### src/rtl/riscv_types.sv
// Shared types for the core pipeline control path: sequencer states, the
// packed enable/clear bundle and the hazard priority helper.
package riscv_types;

   typedef enum logic [1:0] {
      RUN    = 2'd0,
      DRAIN  = 2'd1,
      HALTED = 2'd2,
      STEP   = 2'd3
   } ctrl_state_t;

   typedef struct packed {
      logic pc_en;
      logic if_id_en;
      logic id_exe_en;
      logic exe_mem_en;
      logic mem_wb_en;
      logic if_id_clr;
      logic id_exe_clr;
      logic exe_mem_clr;
      logic mem_wb_clr;
   } pipe_ctrl_t;

   localparam int WAIT_W  = 8;  // holds MAX_WAIT up to 255
   localparam int DRAIN_W = 4;  // holds DRAIN_CYCLES up to 15

   // Free-running pipeline: everything advances, nothing is flushed.
   localparam pipe_ctrl_t CTRL_RUN   = 9'b11111_0000;
   // Reset: everything frozen and flushed.
   localparam pipe_ctrl_t CTRL_RESET = 9'b00000_1111;
   // Halted: frozen, contents kept.
   localparam pipe_ctrl_t CTRL_IDLE  = 9'b00000_0000;

   // Bus wait beats a redirect, which beats a load-use stall.
   function automatic pipe_ctrl_t apply_hazards(input pipe_ctrl_t base,
                                                input logic       busy,
                                                input logic       redirect,
                                                input logic       load_use);
      pipe_ctrl_t c;
      c = base;
      if (busy) begin
         c.pc_en       = 1'b0;
         c.if_id_en    = 1'b0;
         c.id_exe_en   = 1'b0;
         c.exe_mem_en  = 1'b0;
         c.if_id_clr   = 1'b0;
         c.id_exe_clr  = 1'b0;
         c.exe_mem_clr = 1'b0;
         c.mem_wb_clr  = 1'b1;
      end else if (redirect) begin
         c.pc_en       = 1'b1;
         c.if_id_clr   = 1'b1;
         c.id_exe_clr  = 1'b1;
         c.exe_mem_clr = 1'b1;
      end else if (load_use) begin
         c.pc_en       = 1'b0;
         c.if_id_en    = 1'b0;
         c.id_exe_clr  = 1'b1;
      end else begin
         c = base;
      end
      return c;
   endfunction

endpackage

### src/rtl/pipeline_ctrl_hazard_detect.sv
// Combinational hazard detection: load-use dependency between EXE and ID,
// and data-bus wait state with a bounded wait before forced release.
module hazard_detect
   import riscv_types::*;
#(
   parameter int MAX_WAIT = 255
) (
   input  logic [4:0]        rs1_id_i,
   input  logic [4:0]        rs2_id_i,
   input  logic [4:0]        rd_exe_i,
   input  logic              mem_to_reg_exe_i,
   input  logic              mem_write_mem_i,
   input  logic              mem_to_reg_mem_i,
   input  logic              mem_ready_i,
   input  logic [WAIT_W-1:0] wait_cnt_i,
   output logic              load_use_o,
   output logic              mem_busy_o,
   output logic              wait_expired_o
);

   localparam logic [WAIT_W-1:0] MAX_WAIT_C = WAIT_W'(MAX_WAIT);

   logic mem_stuck_s;

   // An access is stuck whenever MEM holds a load/store the bus has not completed.
   assign mem_stuck_s = (mem_write_mem_i | mem_to_reg_mem_i) & ~mem_ready_i;

   // Classify hazards; once the wait budget is used up the access is let go.
   always_comb begin
      load_use_o     = mem_to_reg_exe_i & (rd_exe_i != 5'd0) &
                       ((rd_exe_i == rs1_id_i) | (rd_exe_i == rs2_id_i));
      mem_busy_o     = mem_stuck_s & (wait_cnt_i <  MAX_WAIT_C);
      wait_expired_o = mem_stuck_s & (wait_cnt_i == MAX_WAIT_C);
   end

endmodule

### src/rtl/pipeline_ctrl.sv
// Central pipeline sequencer: drives every pipeline-register enable/clear,
// runs the halt/drain/single-step debug FSM and counts front-end stalls.
module pipeline_ctrl
   import riscv_types::*;
#(
   parameter int DRAIN_CYCLES = 4,
   parameter int MAX_WAIT     = 255,
   parameter int CNT_W        = 32
) (
   input  logic             clk,
   input  logic             reset,
   input  logic [4:0]       rs1_id,
   input  logic [4:0]       rs2_id,
   input  logic [4:0]       rd_exe,
   input  logic             mem_to_reg_exe,
   input  logic             pc_sel_mem,
   input  logic             mem_write_mem,
   input  logic             mem_to_reg_mem,
   input  logic             mem_ready,
   input  logic             halt_req,
   input  logic             step_req,
   output logic             pc_reg_en,
   output logic             if_id_reg_en,
   output logic             id_exe_reg_en,
   output logic             exe_mem_reg_en,
   output logic             mem_wb_reg_en,
   output logic             if_id_reg_clr,
   output logic             id_exe_reg_clr,
   output logic             exe_mem_reg_clr,
   output logic             mem_wb_reg_clr,
   output logic             halted,
   output logic             bus_timeout,
   output logic [CNT_W-1:0] stall_cnt
);

   localparam logic [CNT_W-1:0] CNT_ONE = {{(CNT_W-1){1'b0}}, 1'b1};

   ctrl_state_t        state_q, state_d;
   logic [DRAIN_W-1:0] drain_cnt_q, drain_cnt_d;
   logic [WAIT_W-1:0]  wait_cnt_q, wait_cnt_d;
   logic [CNT_W-1:0]   stall_cnt_q, stall_cnt_d;
   logic               halted_q, bus_timeout_q;
   logic               load_use_s, mem_busy_s, wait_expired_s;
   pipe_ctrl_t         ctrl_s;

   hazard_detect #(.MAX_WAIT(MAX_WAIT)) u_hazard (
      .rs1_id_i         (rs1_id),
      .rs2_id_i         (rs2_id),
      .rd_exe_i         (rd_exe),
      .mem_to_reg_exe_i (mem_to_reg_exe),
      .mem_write_mem_i  (mem_write_mem),
      .mem_to_reg_mem_i (mem_to_reg_mem),
      .mem_ready_i      (mem_ready),
      .wait_cnt_i       (wait_cnt_q),
      .load_use_o       (load_use_s),
      .mem_busy_o       (mem_busy_s),
      .wait_expired_o   (wait_expired_s)
   );

   // Next-state and pipeline control; reset forces a full freeze-and-flush.
   always_comb begin
      state_d     = state_q;
      drain_cnt_d = drain_cnt_q;
      ctrl_s      = CTRL_RUN;
      if (reset) begin
         ctrl_s = CTRL_RESET;
      end else begin
         case (state_q)
            RUN: begin
               ctrl_s = apply_hazards(CTRL_RUN, mem_busy_s, pc_sel_mem, load_use_s);
               if (halt_req && !mem_busy_s) begin
                  state_d     = DRAIN;
                  drain_cnt_d = DRAIN_W'(DRAIN_CYCLES);
               end else begin
                  state_d = RUN;
               end
            end
            STEP: begin
               ctrl_s      = apply_hazards(CTRL_RUN, mem_busy_s, pc_sel_mem, load_use_s);
               state_d     = DRAIN;
               drain_cnt_d = DRAIN_W'(DRAIN_CYCLES);
            end
            DRAIN: begin
               // Load-use is moot here: the ID instruction is being flushed anyway.
               ctrl_s           = apply_hazards(CTRL_RUN, mem_busy_s, pc_sel_mem, 1'b0);
               ctrl_s.if_id_clr = 1'b1;
               // A redirect still captures its target so resume fetches the right PC.
               ctrl_s.pc_en     = !mem_busy_s && pc_sel_mem;
               if (!mem_busy_s) begin
                  if (drain_cnt_q == 4'd1) begin
                     state_d     = HALTED;
                     drain_cnt_d = 4'd0;
                  end else begin
                     drain_cnt_d = drain_cnt_q - 4'd1;
                  end
               end else begin
                  drain_cnt_d = drain_cnt_q;
               end
            end
            HALTED: begin
               ctrl_s = CTRL_IDLE;
               if (!halt_req) begin
                  state_d = RUN;
               end else if (step_req) begin
                  state_d = STEP;
               end else begin
                  state_d = HALTED;
               end
            end
            default: begin
               ctrl_s  = CTRL_RESET;
               state_d = RUN;
            end
         endcase
      end
   end

   // Wait-state tracking and saturating stall counter.
   always_comb begin
      wait_cnt_d = mem_busy_s ? (wait_cnt_q + 8'd1) : 8'd0;
      if ((state_q == RUN) && !ctrl_s.pc_en && (stall_cnt_q != {CNT_W{1'b1}})) begin
         stall_cnt_d = stall_cnt_q + CNT_ONE;
      end else begin
         stall_cnt_d = stall_cnt_q;
      end
   end

   // State, counters and registered status outputs.
   always_ff @(posedge clk or posedge reset) begin
      if (reset) begin
         state_q       <= RUN;
         drain_cnt_q   <= 4'd0;
         wait_cnt_q    <= 8'd0;
         stall_cnt_q   <= {CNT_W{1'b0}};
         halted_q      <= 1'b0;
         bus_timeout_q <= 1'b0;
      end else begin
         state_q       <= state_d;
         drain_cnt_q   <= drain_cnt_d;
         wait_cnt_q    <= wait_cnt_d;
         stall_cnt_q   <= stall_cnt_d;
         halted_q      <= (state_d == HALTED);
         bus_timeout_q <= wait_expired_s;
      end
   end

   assign pc_reg_en       = ctrl_s.pc_en;
   assign if_id_reg_en    = ctrl_s.if_id_en;
   assign id_exe_reg_en   = ctrl_s.id_exe_en;
   assign exe_mem_reg_en  = ctrl_s.exe_mem_en;
   assign mem_wb_reg_en   = ctrl_s.mem_wb_en;
   assign if_id_reg_clr   = ctrl_s.if_id_clr;
   assign id_exe_reg_clr  = ctrl_s.id_exe_clr;
   assign exe_mem_reg_clr = ctrl_s.exe_mem_clr;
   assign mem_wb_reg_clr  = ctrl_s.mem_wb_clr;
   assign halted          = halted_q;
   assign bus_timeout     = bus_timeout_q;
   assign stall_cnt       = stall_cnt_q;

endmodule

### config.mk
export PLATFORM = sky130hd
export DESIGN_NAME = pipeline_ctrl
export DESIGN_NICKNAME = d
export VERILOG_FILES = /design/src/rtl/riscv_types.sv /design/src/rtl/pipeline_ctrl_hazard_detect.sv /design/src/rtl/pipeline_ctrl.sv
export SDC_FILE = /design/constraint.sdc
export NUM_CORES = 1
export LEC_CHECK = 0
export CAP_MARGIN = 30
export CORE_ASPECT_RATIO = 0.75
export CORE_MARGIN = 3
export CORE_UTILIZATION = 31
export CTS_CLUSTER_DIAMETER = 100
export DETAILED_ROUTE_END_ITERATION = 8
export PLACE_DENSITY = 0.66
export SLEW_MARGIN = 10
export SYNTH_ARGS = -nofsm -noshare
export SYNTH_HDL_FRONTEND = slang
export SYNTH_HIERARCHICAL = 1
export SYNTH_SLANG_ARGS = --single-unit
### constraint.sdc
create_clock -name clk -period 7.6 [get_ports clk]
set_clock_uncertainty 0.15 [all_clocks]
set_input_delay 2.28 -clock clk [delete_from_list [all_inputs] [get_ports clk]]
set_output_delay 2.28 -clock clk [all_outputs]
set_load 0.05 [all_outputs]
==> impl_metrics.json, run 1 <==
{
  "numPortBuffers": 66,
  "path_buf_inv": 3,
  "place.gp.congestion": 0.756,
  "grt_antenna_before_repair": 0,
  "regArea_um2": 1200,
  "firstDrtPassIters": 4,
  "crit_type": "input pin to output pin",
  "viasPerCell": 4.97,
  "hold_slack_ns": 0.319,
  "setup_tns_ns": 0,
  "worstPathCellList": "clkdlybuf4s50_1, o21bai_1, nor2_1, inv_1, nand2_1, o21ai_0, o21bai_1, clkdlybuf4s50_1",
  "multi_input_area_um2": 1390,
  "cts_setup_buffers": 0,
  "dp.cells": 429,
  "syn-num-nets": 294,
  "grt_usage": 0.132,
  "initial_core_util": 0.329,
  "outcome": "completed",
  "crit_path_max_fanout": 11,
  "grt_pass1_vias": 2131,
  "hp-class": "flop to flop",
  "die_area_um2": 9780,
  "antenna_left": 0,
  "drc": 0,
  "ir_worst_vdd_uv": 204,
  "power.leakage_nw": 1.52,
  "final_cells": 436,
  "seq_area_frac_synth": 0.450,
  "fin_util": 0.441,
  "maxSlewHeadroom": 0.499,
  "vias": 2168,
  "power_density_nw_per_um2": 245,
  "drive_gt1_frac": 0.0755,
  "drt-wirelength-per-cell_um": 14.3,
  "drv_slew": 0,
  "ff2ff_path_depth": 9,
  "cp-end-kind": "output pin",
  "grt_max_degree": 29,
  "clockBufferDepth": 2,
  "synth_warnings": 6,
  "clkTransAtPathRegs_ns": 0.06,
  "drt-total-wl_um": 6250,
  "die_height_um": 86.4,
  "fin_nets": 364,
  "die_w_um": 113,
  "hold_depth": 1,
  "cts_sinks": 48,
  "critPathArrivalTime_ns": 4.66,
  "fillers": 789,
  "insertion_delay_ns": 0.29,
  "synthDistinctLibCells": 46,
  "diodes": 0,
  "ys_ff_latch": 48,
  "slowest_stage": "clkdlybuf4s50_1",
  "ctsHoldBuffers": 0,
  "fin_crit_ns": 7.09,
  "cp.depth": 8,
  "ctsResizeCount": 0,
  "worstPathRequired_ns": 5.17,
  "ios": 67,
  "cts_tree": "done",
  "htree_levels": 2,
  "grt_pass1_wl_um": 10500,
  "syn_inst": 261,
  "critPathLaunchType": "input pin",
  "core_area_um2": 8130,
  "rows": 28,
  "clock-root-buffer": "clkbuf_16",
  "maxCapViolations": 0,
  "fin_crit_sh": 0.933,
  "setup_violations": 0,
  "syn2layout_area_growth_pct": 34.1,
  "synth_area_um2": 2670,
  "hpwl_um": 4740,
  "drt_iter0_markers": 86,
  "rsz0062_at_grt": "no",
  "avgSynthCellArea_um2": 10.2,
  "max_freq_ghz": 0.141,
  "tightestPinTransition_ns": 0.745,
  "crit_family": "buffers and inverters",
  "hold_viol": 0,
  "cpPeakStageDelay_ns": 0.72,
  "overflow": 0,
  "numCtsBuffers": 5
}
[cell usage in the layout, fill, tap and decap left out, types with 4 or more instances in the layout]
cell type,n
o21ai_0,10
nand2_1,16
ha_1,9
xnor2_1,31
and3_1,7
nand3_1,14
and3_2,4
a21oi_1,5
nor3_1,6
inv_1,10
dfrtp_1,48
nand4_1,20
clkdlybuf4s50_1,66
nor2_1,19
xor2_1,16
clkbuf_16,5
[synthesized netlist by cell type, drive strengths merged]
master / instances / area share
a21o: 1 / 0.0028
a21oi: 5 / 0.0094
a311o: 1 / 0.0037
a31o: 1 / 0.0033
a31oi: 2 / 0.0070
a32o: 1 / 0.0037
and2: 3 / 0.0070
and2b: 1 / 0.0033
and3: 11 / 0.028
and4: 4 / 0.014
buf: 3 / 0.011
clkbuf: 2 / 0.0028
dfrtp: 48 / 0.45
ha: 9 / 0.042
inv: 11 / 0.015
mux2: 1 / 0.0042
nand2: 16 / 0.022
nand2b: 2 / 0.0047
nand3: 14 / 0.026
nand4: 23 / 0.061
nand4b: 2 / 0.012
nand4bb: 1 / 0.0042
nor2: 19 / 0.027
nor2b: 2 / 0.0047
nor3: 6 / 0.011
nor3b: 1 / 0.0028
nor4: 2 / 0.010
o21a: 2 / 0.0056
o21ai: 11 / 0.021
o21bai: 2 / 0.0056
o22ai: 1 / 0.0023
o31a: 1 / 0.0033
o31ai: 2 / 0.0056
o41a: 1 / 0.0042
or2: 1 / 0.0023
or4: 1 / 0.0028
xnor2: 31 / 0.10
xor2: 16 / 0.052
[state kept, by name, summed over array words and instances (netlist names)]
signal,cells
bus_timeout,1
drain_cnt_q,4
halted,1
stall_cnt,32
state_q,2
wait_cnt_q,8
[metal layers]
| layer | track usage | part of all wire | vias to the layer above |
|---|---|---|---|
| li1 | - | - | 1065 |
| met1 | 0.192 | 0.52 | 1063 |
| met2 | 0.199 | 0.43 | 33 |
| met3 | 0.0300 | 0.038 | 7 |
| met4 | 0.0328 | 0.010 | 0 |
| met5 | 0 | 0 | - |
[worst paths after layout]
check / from / end / slack [ns]
worst max-delay path: mem_ready / id_exe_reg_clr / 0.51
worst min-delay path: wait_cnt_q[0]$_DFF_PP0_ / wait_cnt_q[0]$_DFF_PP0_ / 0.32
worst max register to register: wait_cnt_q[3]$_DFF_PP0_ / stall_cnt[25]$_DFFE_PP0P_ / 4.89
worst min register to register: wait_cnt_q[0]$_DFF_PP0_ / wait_cnt_q[0]$_DFF_PP0_ / 0.32
max in group asynchronous: reset / wait_cnt_q[0]$_DFF_PP0_ / 4.22
min in group asynchronous: reset / state_q[1]$_DFF_PP0_ / 2.34
[worst reg2reg max path, delay by kind of cell (launching register included)]
family | cells | cell delay, ns
buf+inv | 1 | 0.23
simple gates | 4 | 0.68
xor+xnor | 1 | 0.17
flops | 1 | 0.44
compound gates | 3 | 0.93
[area by class of cell]
class / count / area share
flip-flops and latches: 48 / 0.335
inverters: 11 / 0.0115
clock inverters: 2 / 0.00349
multi-input cells: 197 / 0.388
repair buffers: 68 / 0.190
clock buffers: 5 / 0.0349
well taps: 105 / 0.0367
[cells by family (layout without fill, tap and decap cells)]
family                   count (synthesis)  after routing  synth area share
XOR/XNOR                                47             47             0.154
multiplexers                             1              1           0.00422
flip-flops                              48             48             0.450
AO/OA/AOI/OAI                           31             31            0.0773
AND/OR/NAND/NOR                        109            109             0.243
buffers and inverters                   16             86            0.0295
adder cells (fa/ha/maj)                  9              9            0.0422
[power by group]
group	internal, mW	total (mW)	switching [mW]
logic	0.129	0.344	0.215
clock network	0.119	0.213	0.0932
registers	0.285	0.323	0.0379
total	0.534	0.879	0.346
[metrics by stage]
step / setup WS [ns] / power, mW / cell area, µm²
finish: 0.513 / 0.879 / 3580
global route: 0.324 / 0.929 / 3580
CTS: 0.519 / 0.885 / 3580
detailed placement: 0.524 / 0.670 / 3440
global placement: 0.581 / 0.658 / 3430
floorplan: 0.130 / 0.567 / 2670
No activity file was read; power rests on OpenSTA's default activity.
==> inputs of run 2 (changes only) <==
--- a/config.mk
+++ b/config.mk
@@ -9,6 +9,7 @@
 export CORE_ASPECT_RATIO = 0.75
 export CORE_MARGIN = 3
 export CORE_UTILIZATION = 31
+export CTS_BUF_LIST = sky130_fd_sc_hd__clkbuf_8
 export CTS_CLUSTER_DIAMETER = 100
 export DETAILED_ROUTE_END_ITERATION = 8
 export PLACE_DENSITY = 0.66
==> run 2 against run 1 <==
Net effect: sequential cell count unchanged; combinational power about the same; critical path type unchanged; die area unchanged; largest power group unchanged; global-route usage down 0.15 points; clock-buffer cell count unchanged; power down 7.3%; critical endpoint unchanged.
==> impl_metrics.json, run 2 (synthesis gave the netlist of run 1 again) <==
{
  "final_cell_mix": "clkdlybuf4s50_1, dfrtp_1, xnor2_1",
  "place.gp.congestion": 0.756,
  "worstPathRequired_ns": 5.17,
  "insertion_delay_ns": 0.30,
  "setup_tns_ns": 0,
  "htree_levels": 2,
  "ctsHoldBuffers": 0,
  "ios": 67,
  "hp-class": "flop to flop",
  "hold_viol": 0,
  "firstDrtPassIters": 5,
  "drt-wirelength-per-cell_um": 14.2,
  "busiest_layer": "met2",
  "power_density_nw_per_um2": 231,
  "drt-total-wl_um": 6200,
  "maxSlewHeadroom": 0.499,
  "finalInstanceArea_um2": 3530,
  "grt_usage": 0.131,
  "critPathArrivalTime_ns": 4.66,
  "crit_type": "input pin to output pin",
  "cp-end-kind": "output pin",
  "cts_sinks": 48,
  "fin_crit_sh": 0.932,
  "fin_nets": 364,
  "use_met1": 0.193,
  "drive_gt1_frac": 0.0755,
  "crit_path_max_fanout": 11,
  "setup_violations": 0,
  "hold_slack_ns": 0.319,
  "clkTransAtPathRegs_ns": 0.08,
  "vias": 2164,
  "max_freq_ghz": 0.141,
  "grt_max_degree": 29,
  "antenna_left": 0,
  "diodes": 0,
  "grt_pass1_vias": 2132,
  "tightestPinTransition_ns": 0.744,
  "ctsResizeCount": 0,
  "numCtsBuffers": 5,
  "grt_use_met3": 0.0300,
  "hpwl_um": 4740,
  "die_area_um2": 9780,
  "rsz0062_at_grt": "no",
  "layout_commonest_cell": "clkdlybuf4s50_1",
  "grt_antenna_before_repair": 0,
  "viasPerCell": 4.96,
  "dpl_cell_area_um2": 3440,
  "drt_iter0_markers": 108,
  "cts_setup_buffers": 0,
  "grt_pass1_wl_um": 10500,
  "clock-root-buffer": "clkbuf_8",
  "power.leakage_nw": 1.49,
  "rrSetupSlack_ns": 4.90,
  "numPortBuffers": 66,
  "ir_worst_vdd_uv": 217,
  "critPathLaunchType": "input pin",
  "cts_tree": "done",
  "initial_core_util": 0.329,
  "core_area_um2": 8130,
  "grt_use_met2": 0.198,
  "outcome": "completed",
  "drv_slew": 0,
  "fin_crit_ns": 7.09,
  "die_w_um": 113,
  "drc": 0,
  "die_height_um": 86.4,
  "largest_reg_flops": 32,
  "clockBufferDepth": 2,
  "rows": 28,
  "overflow": 0,
  "syn2layout_area_growth_pct": 32.0,
  "maxCapViolations": 0
}
## run 2: cell counts in the layout (fill, tap and decap cells not counted)
No cell type changed its count.
## run 2: layer usage
layer	wire [µm]	vias to the layer above
met5	0	-
li1	-	1062
met3	256	5
met4	36	0
met2	2660	40
met1	3250	1057
## run 2: worst max-delay path, cell delays in order
cell             delay, ns
clkdlybuf4s50_1       0.39
o21bai_1              0.17
nor2_1                0.40
inv_1                 0.30
nand2_1               0.11
o21ai_0               0.09
o21bai_1              0.20
clkdlybuf4s50_1       0.72
## run 2: path summary, 6_finish.rpt
path                                               from                         to  cells past startpoint
min in group asynchronous                         reset       state_q[1]$_DFF_PP0_                      2
max in group asynchronous                         reset  stall_cnt[12]$_DFFE_PP0P_                      3
worst min register to register  wait_cnt_q[0]$_DFF_PP0_    wait_cnt_q[0]$_DFF_PP0_                      1
worst max register to register  wait_cnt_q[3]$_DFF_PP0_  stall_cnt[27]$_DFFE_PP0P_                      9
worst max-delay path                          mem_ready             id_exe_reg_clr                      8
worst min-delay path            wait_cnt_q[0]$_DFF_PP0_    wait_cnt_q[0]$_DFF_PP0_                      1
## run 2: layout make-up
cell class	count	area (µm²)
sequential	48	1200
timing repair buffer	68	679
tap	105	131
fill	794	4600
clock inverter	2	12.5
inverter	11	41.3
clock buffer	5	68.8
multi-input combinational	197	1390
## run 2: through the flow
step                 util  setup slack, ns  power, mW  instances
finish              0.434            0.515      0.815        436
global route        0.434            0.324      0.865        436
CTS                 0.434            0.519      0.819        436
detailed placement  0.424            0.524      0.670        429
global placement    0.422            0.581      0.658        428
floorplan               -            0.130      0.567        261
## run 2: where the power goes
| group | internal (mW) | switching [mW] | leakage [nW] |
|---|---|---|---|
| clock network | 0.0625 | 0.0868 | 0.0400 |
| logic | 0.129 | 0.214 | 0.802 |
| registers | 0.285 | 0.0381 | 0.650 |
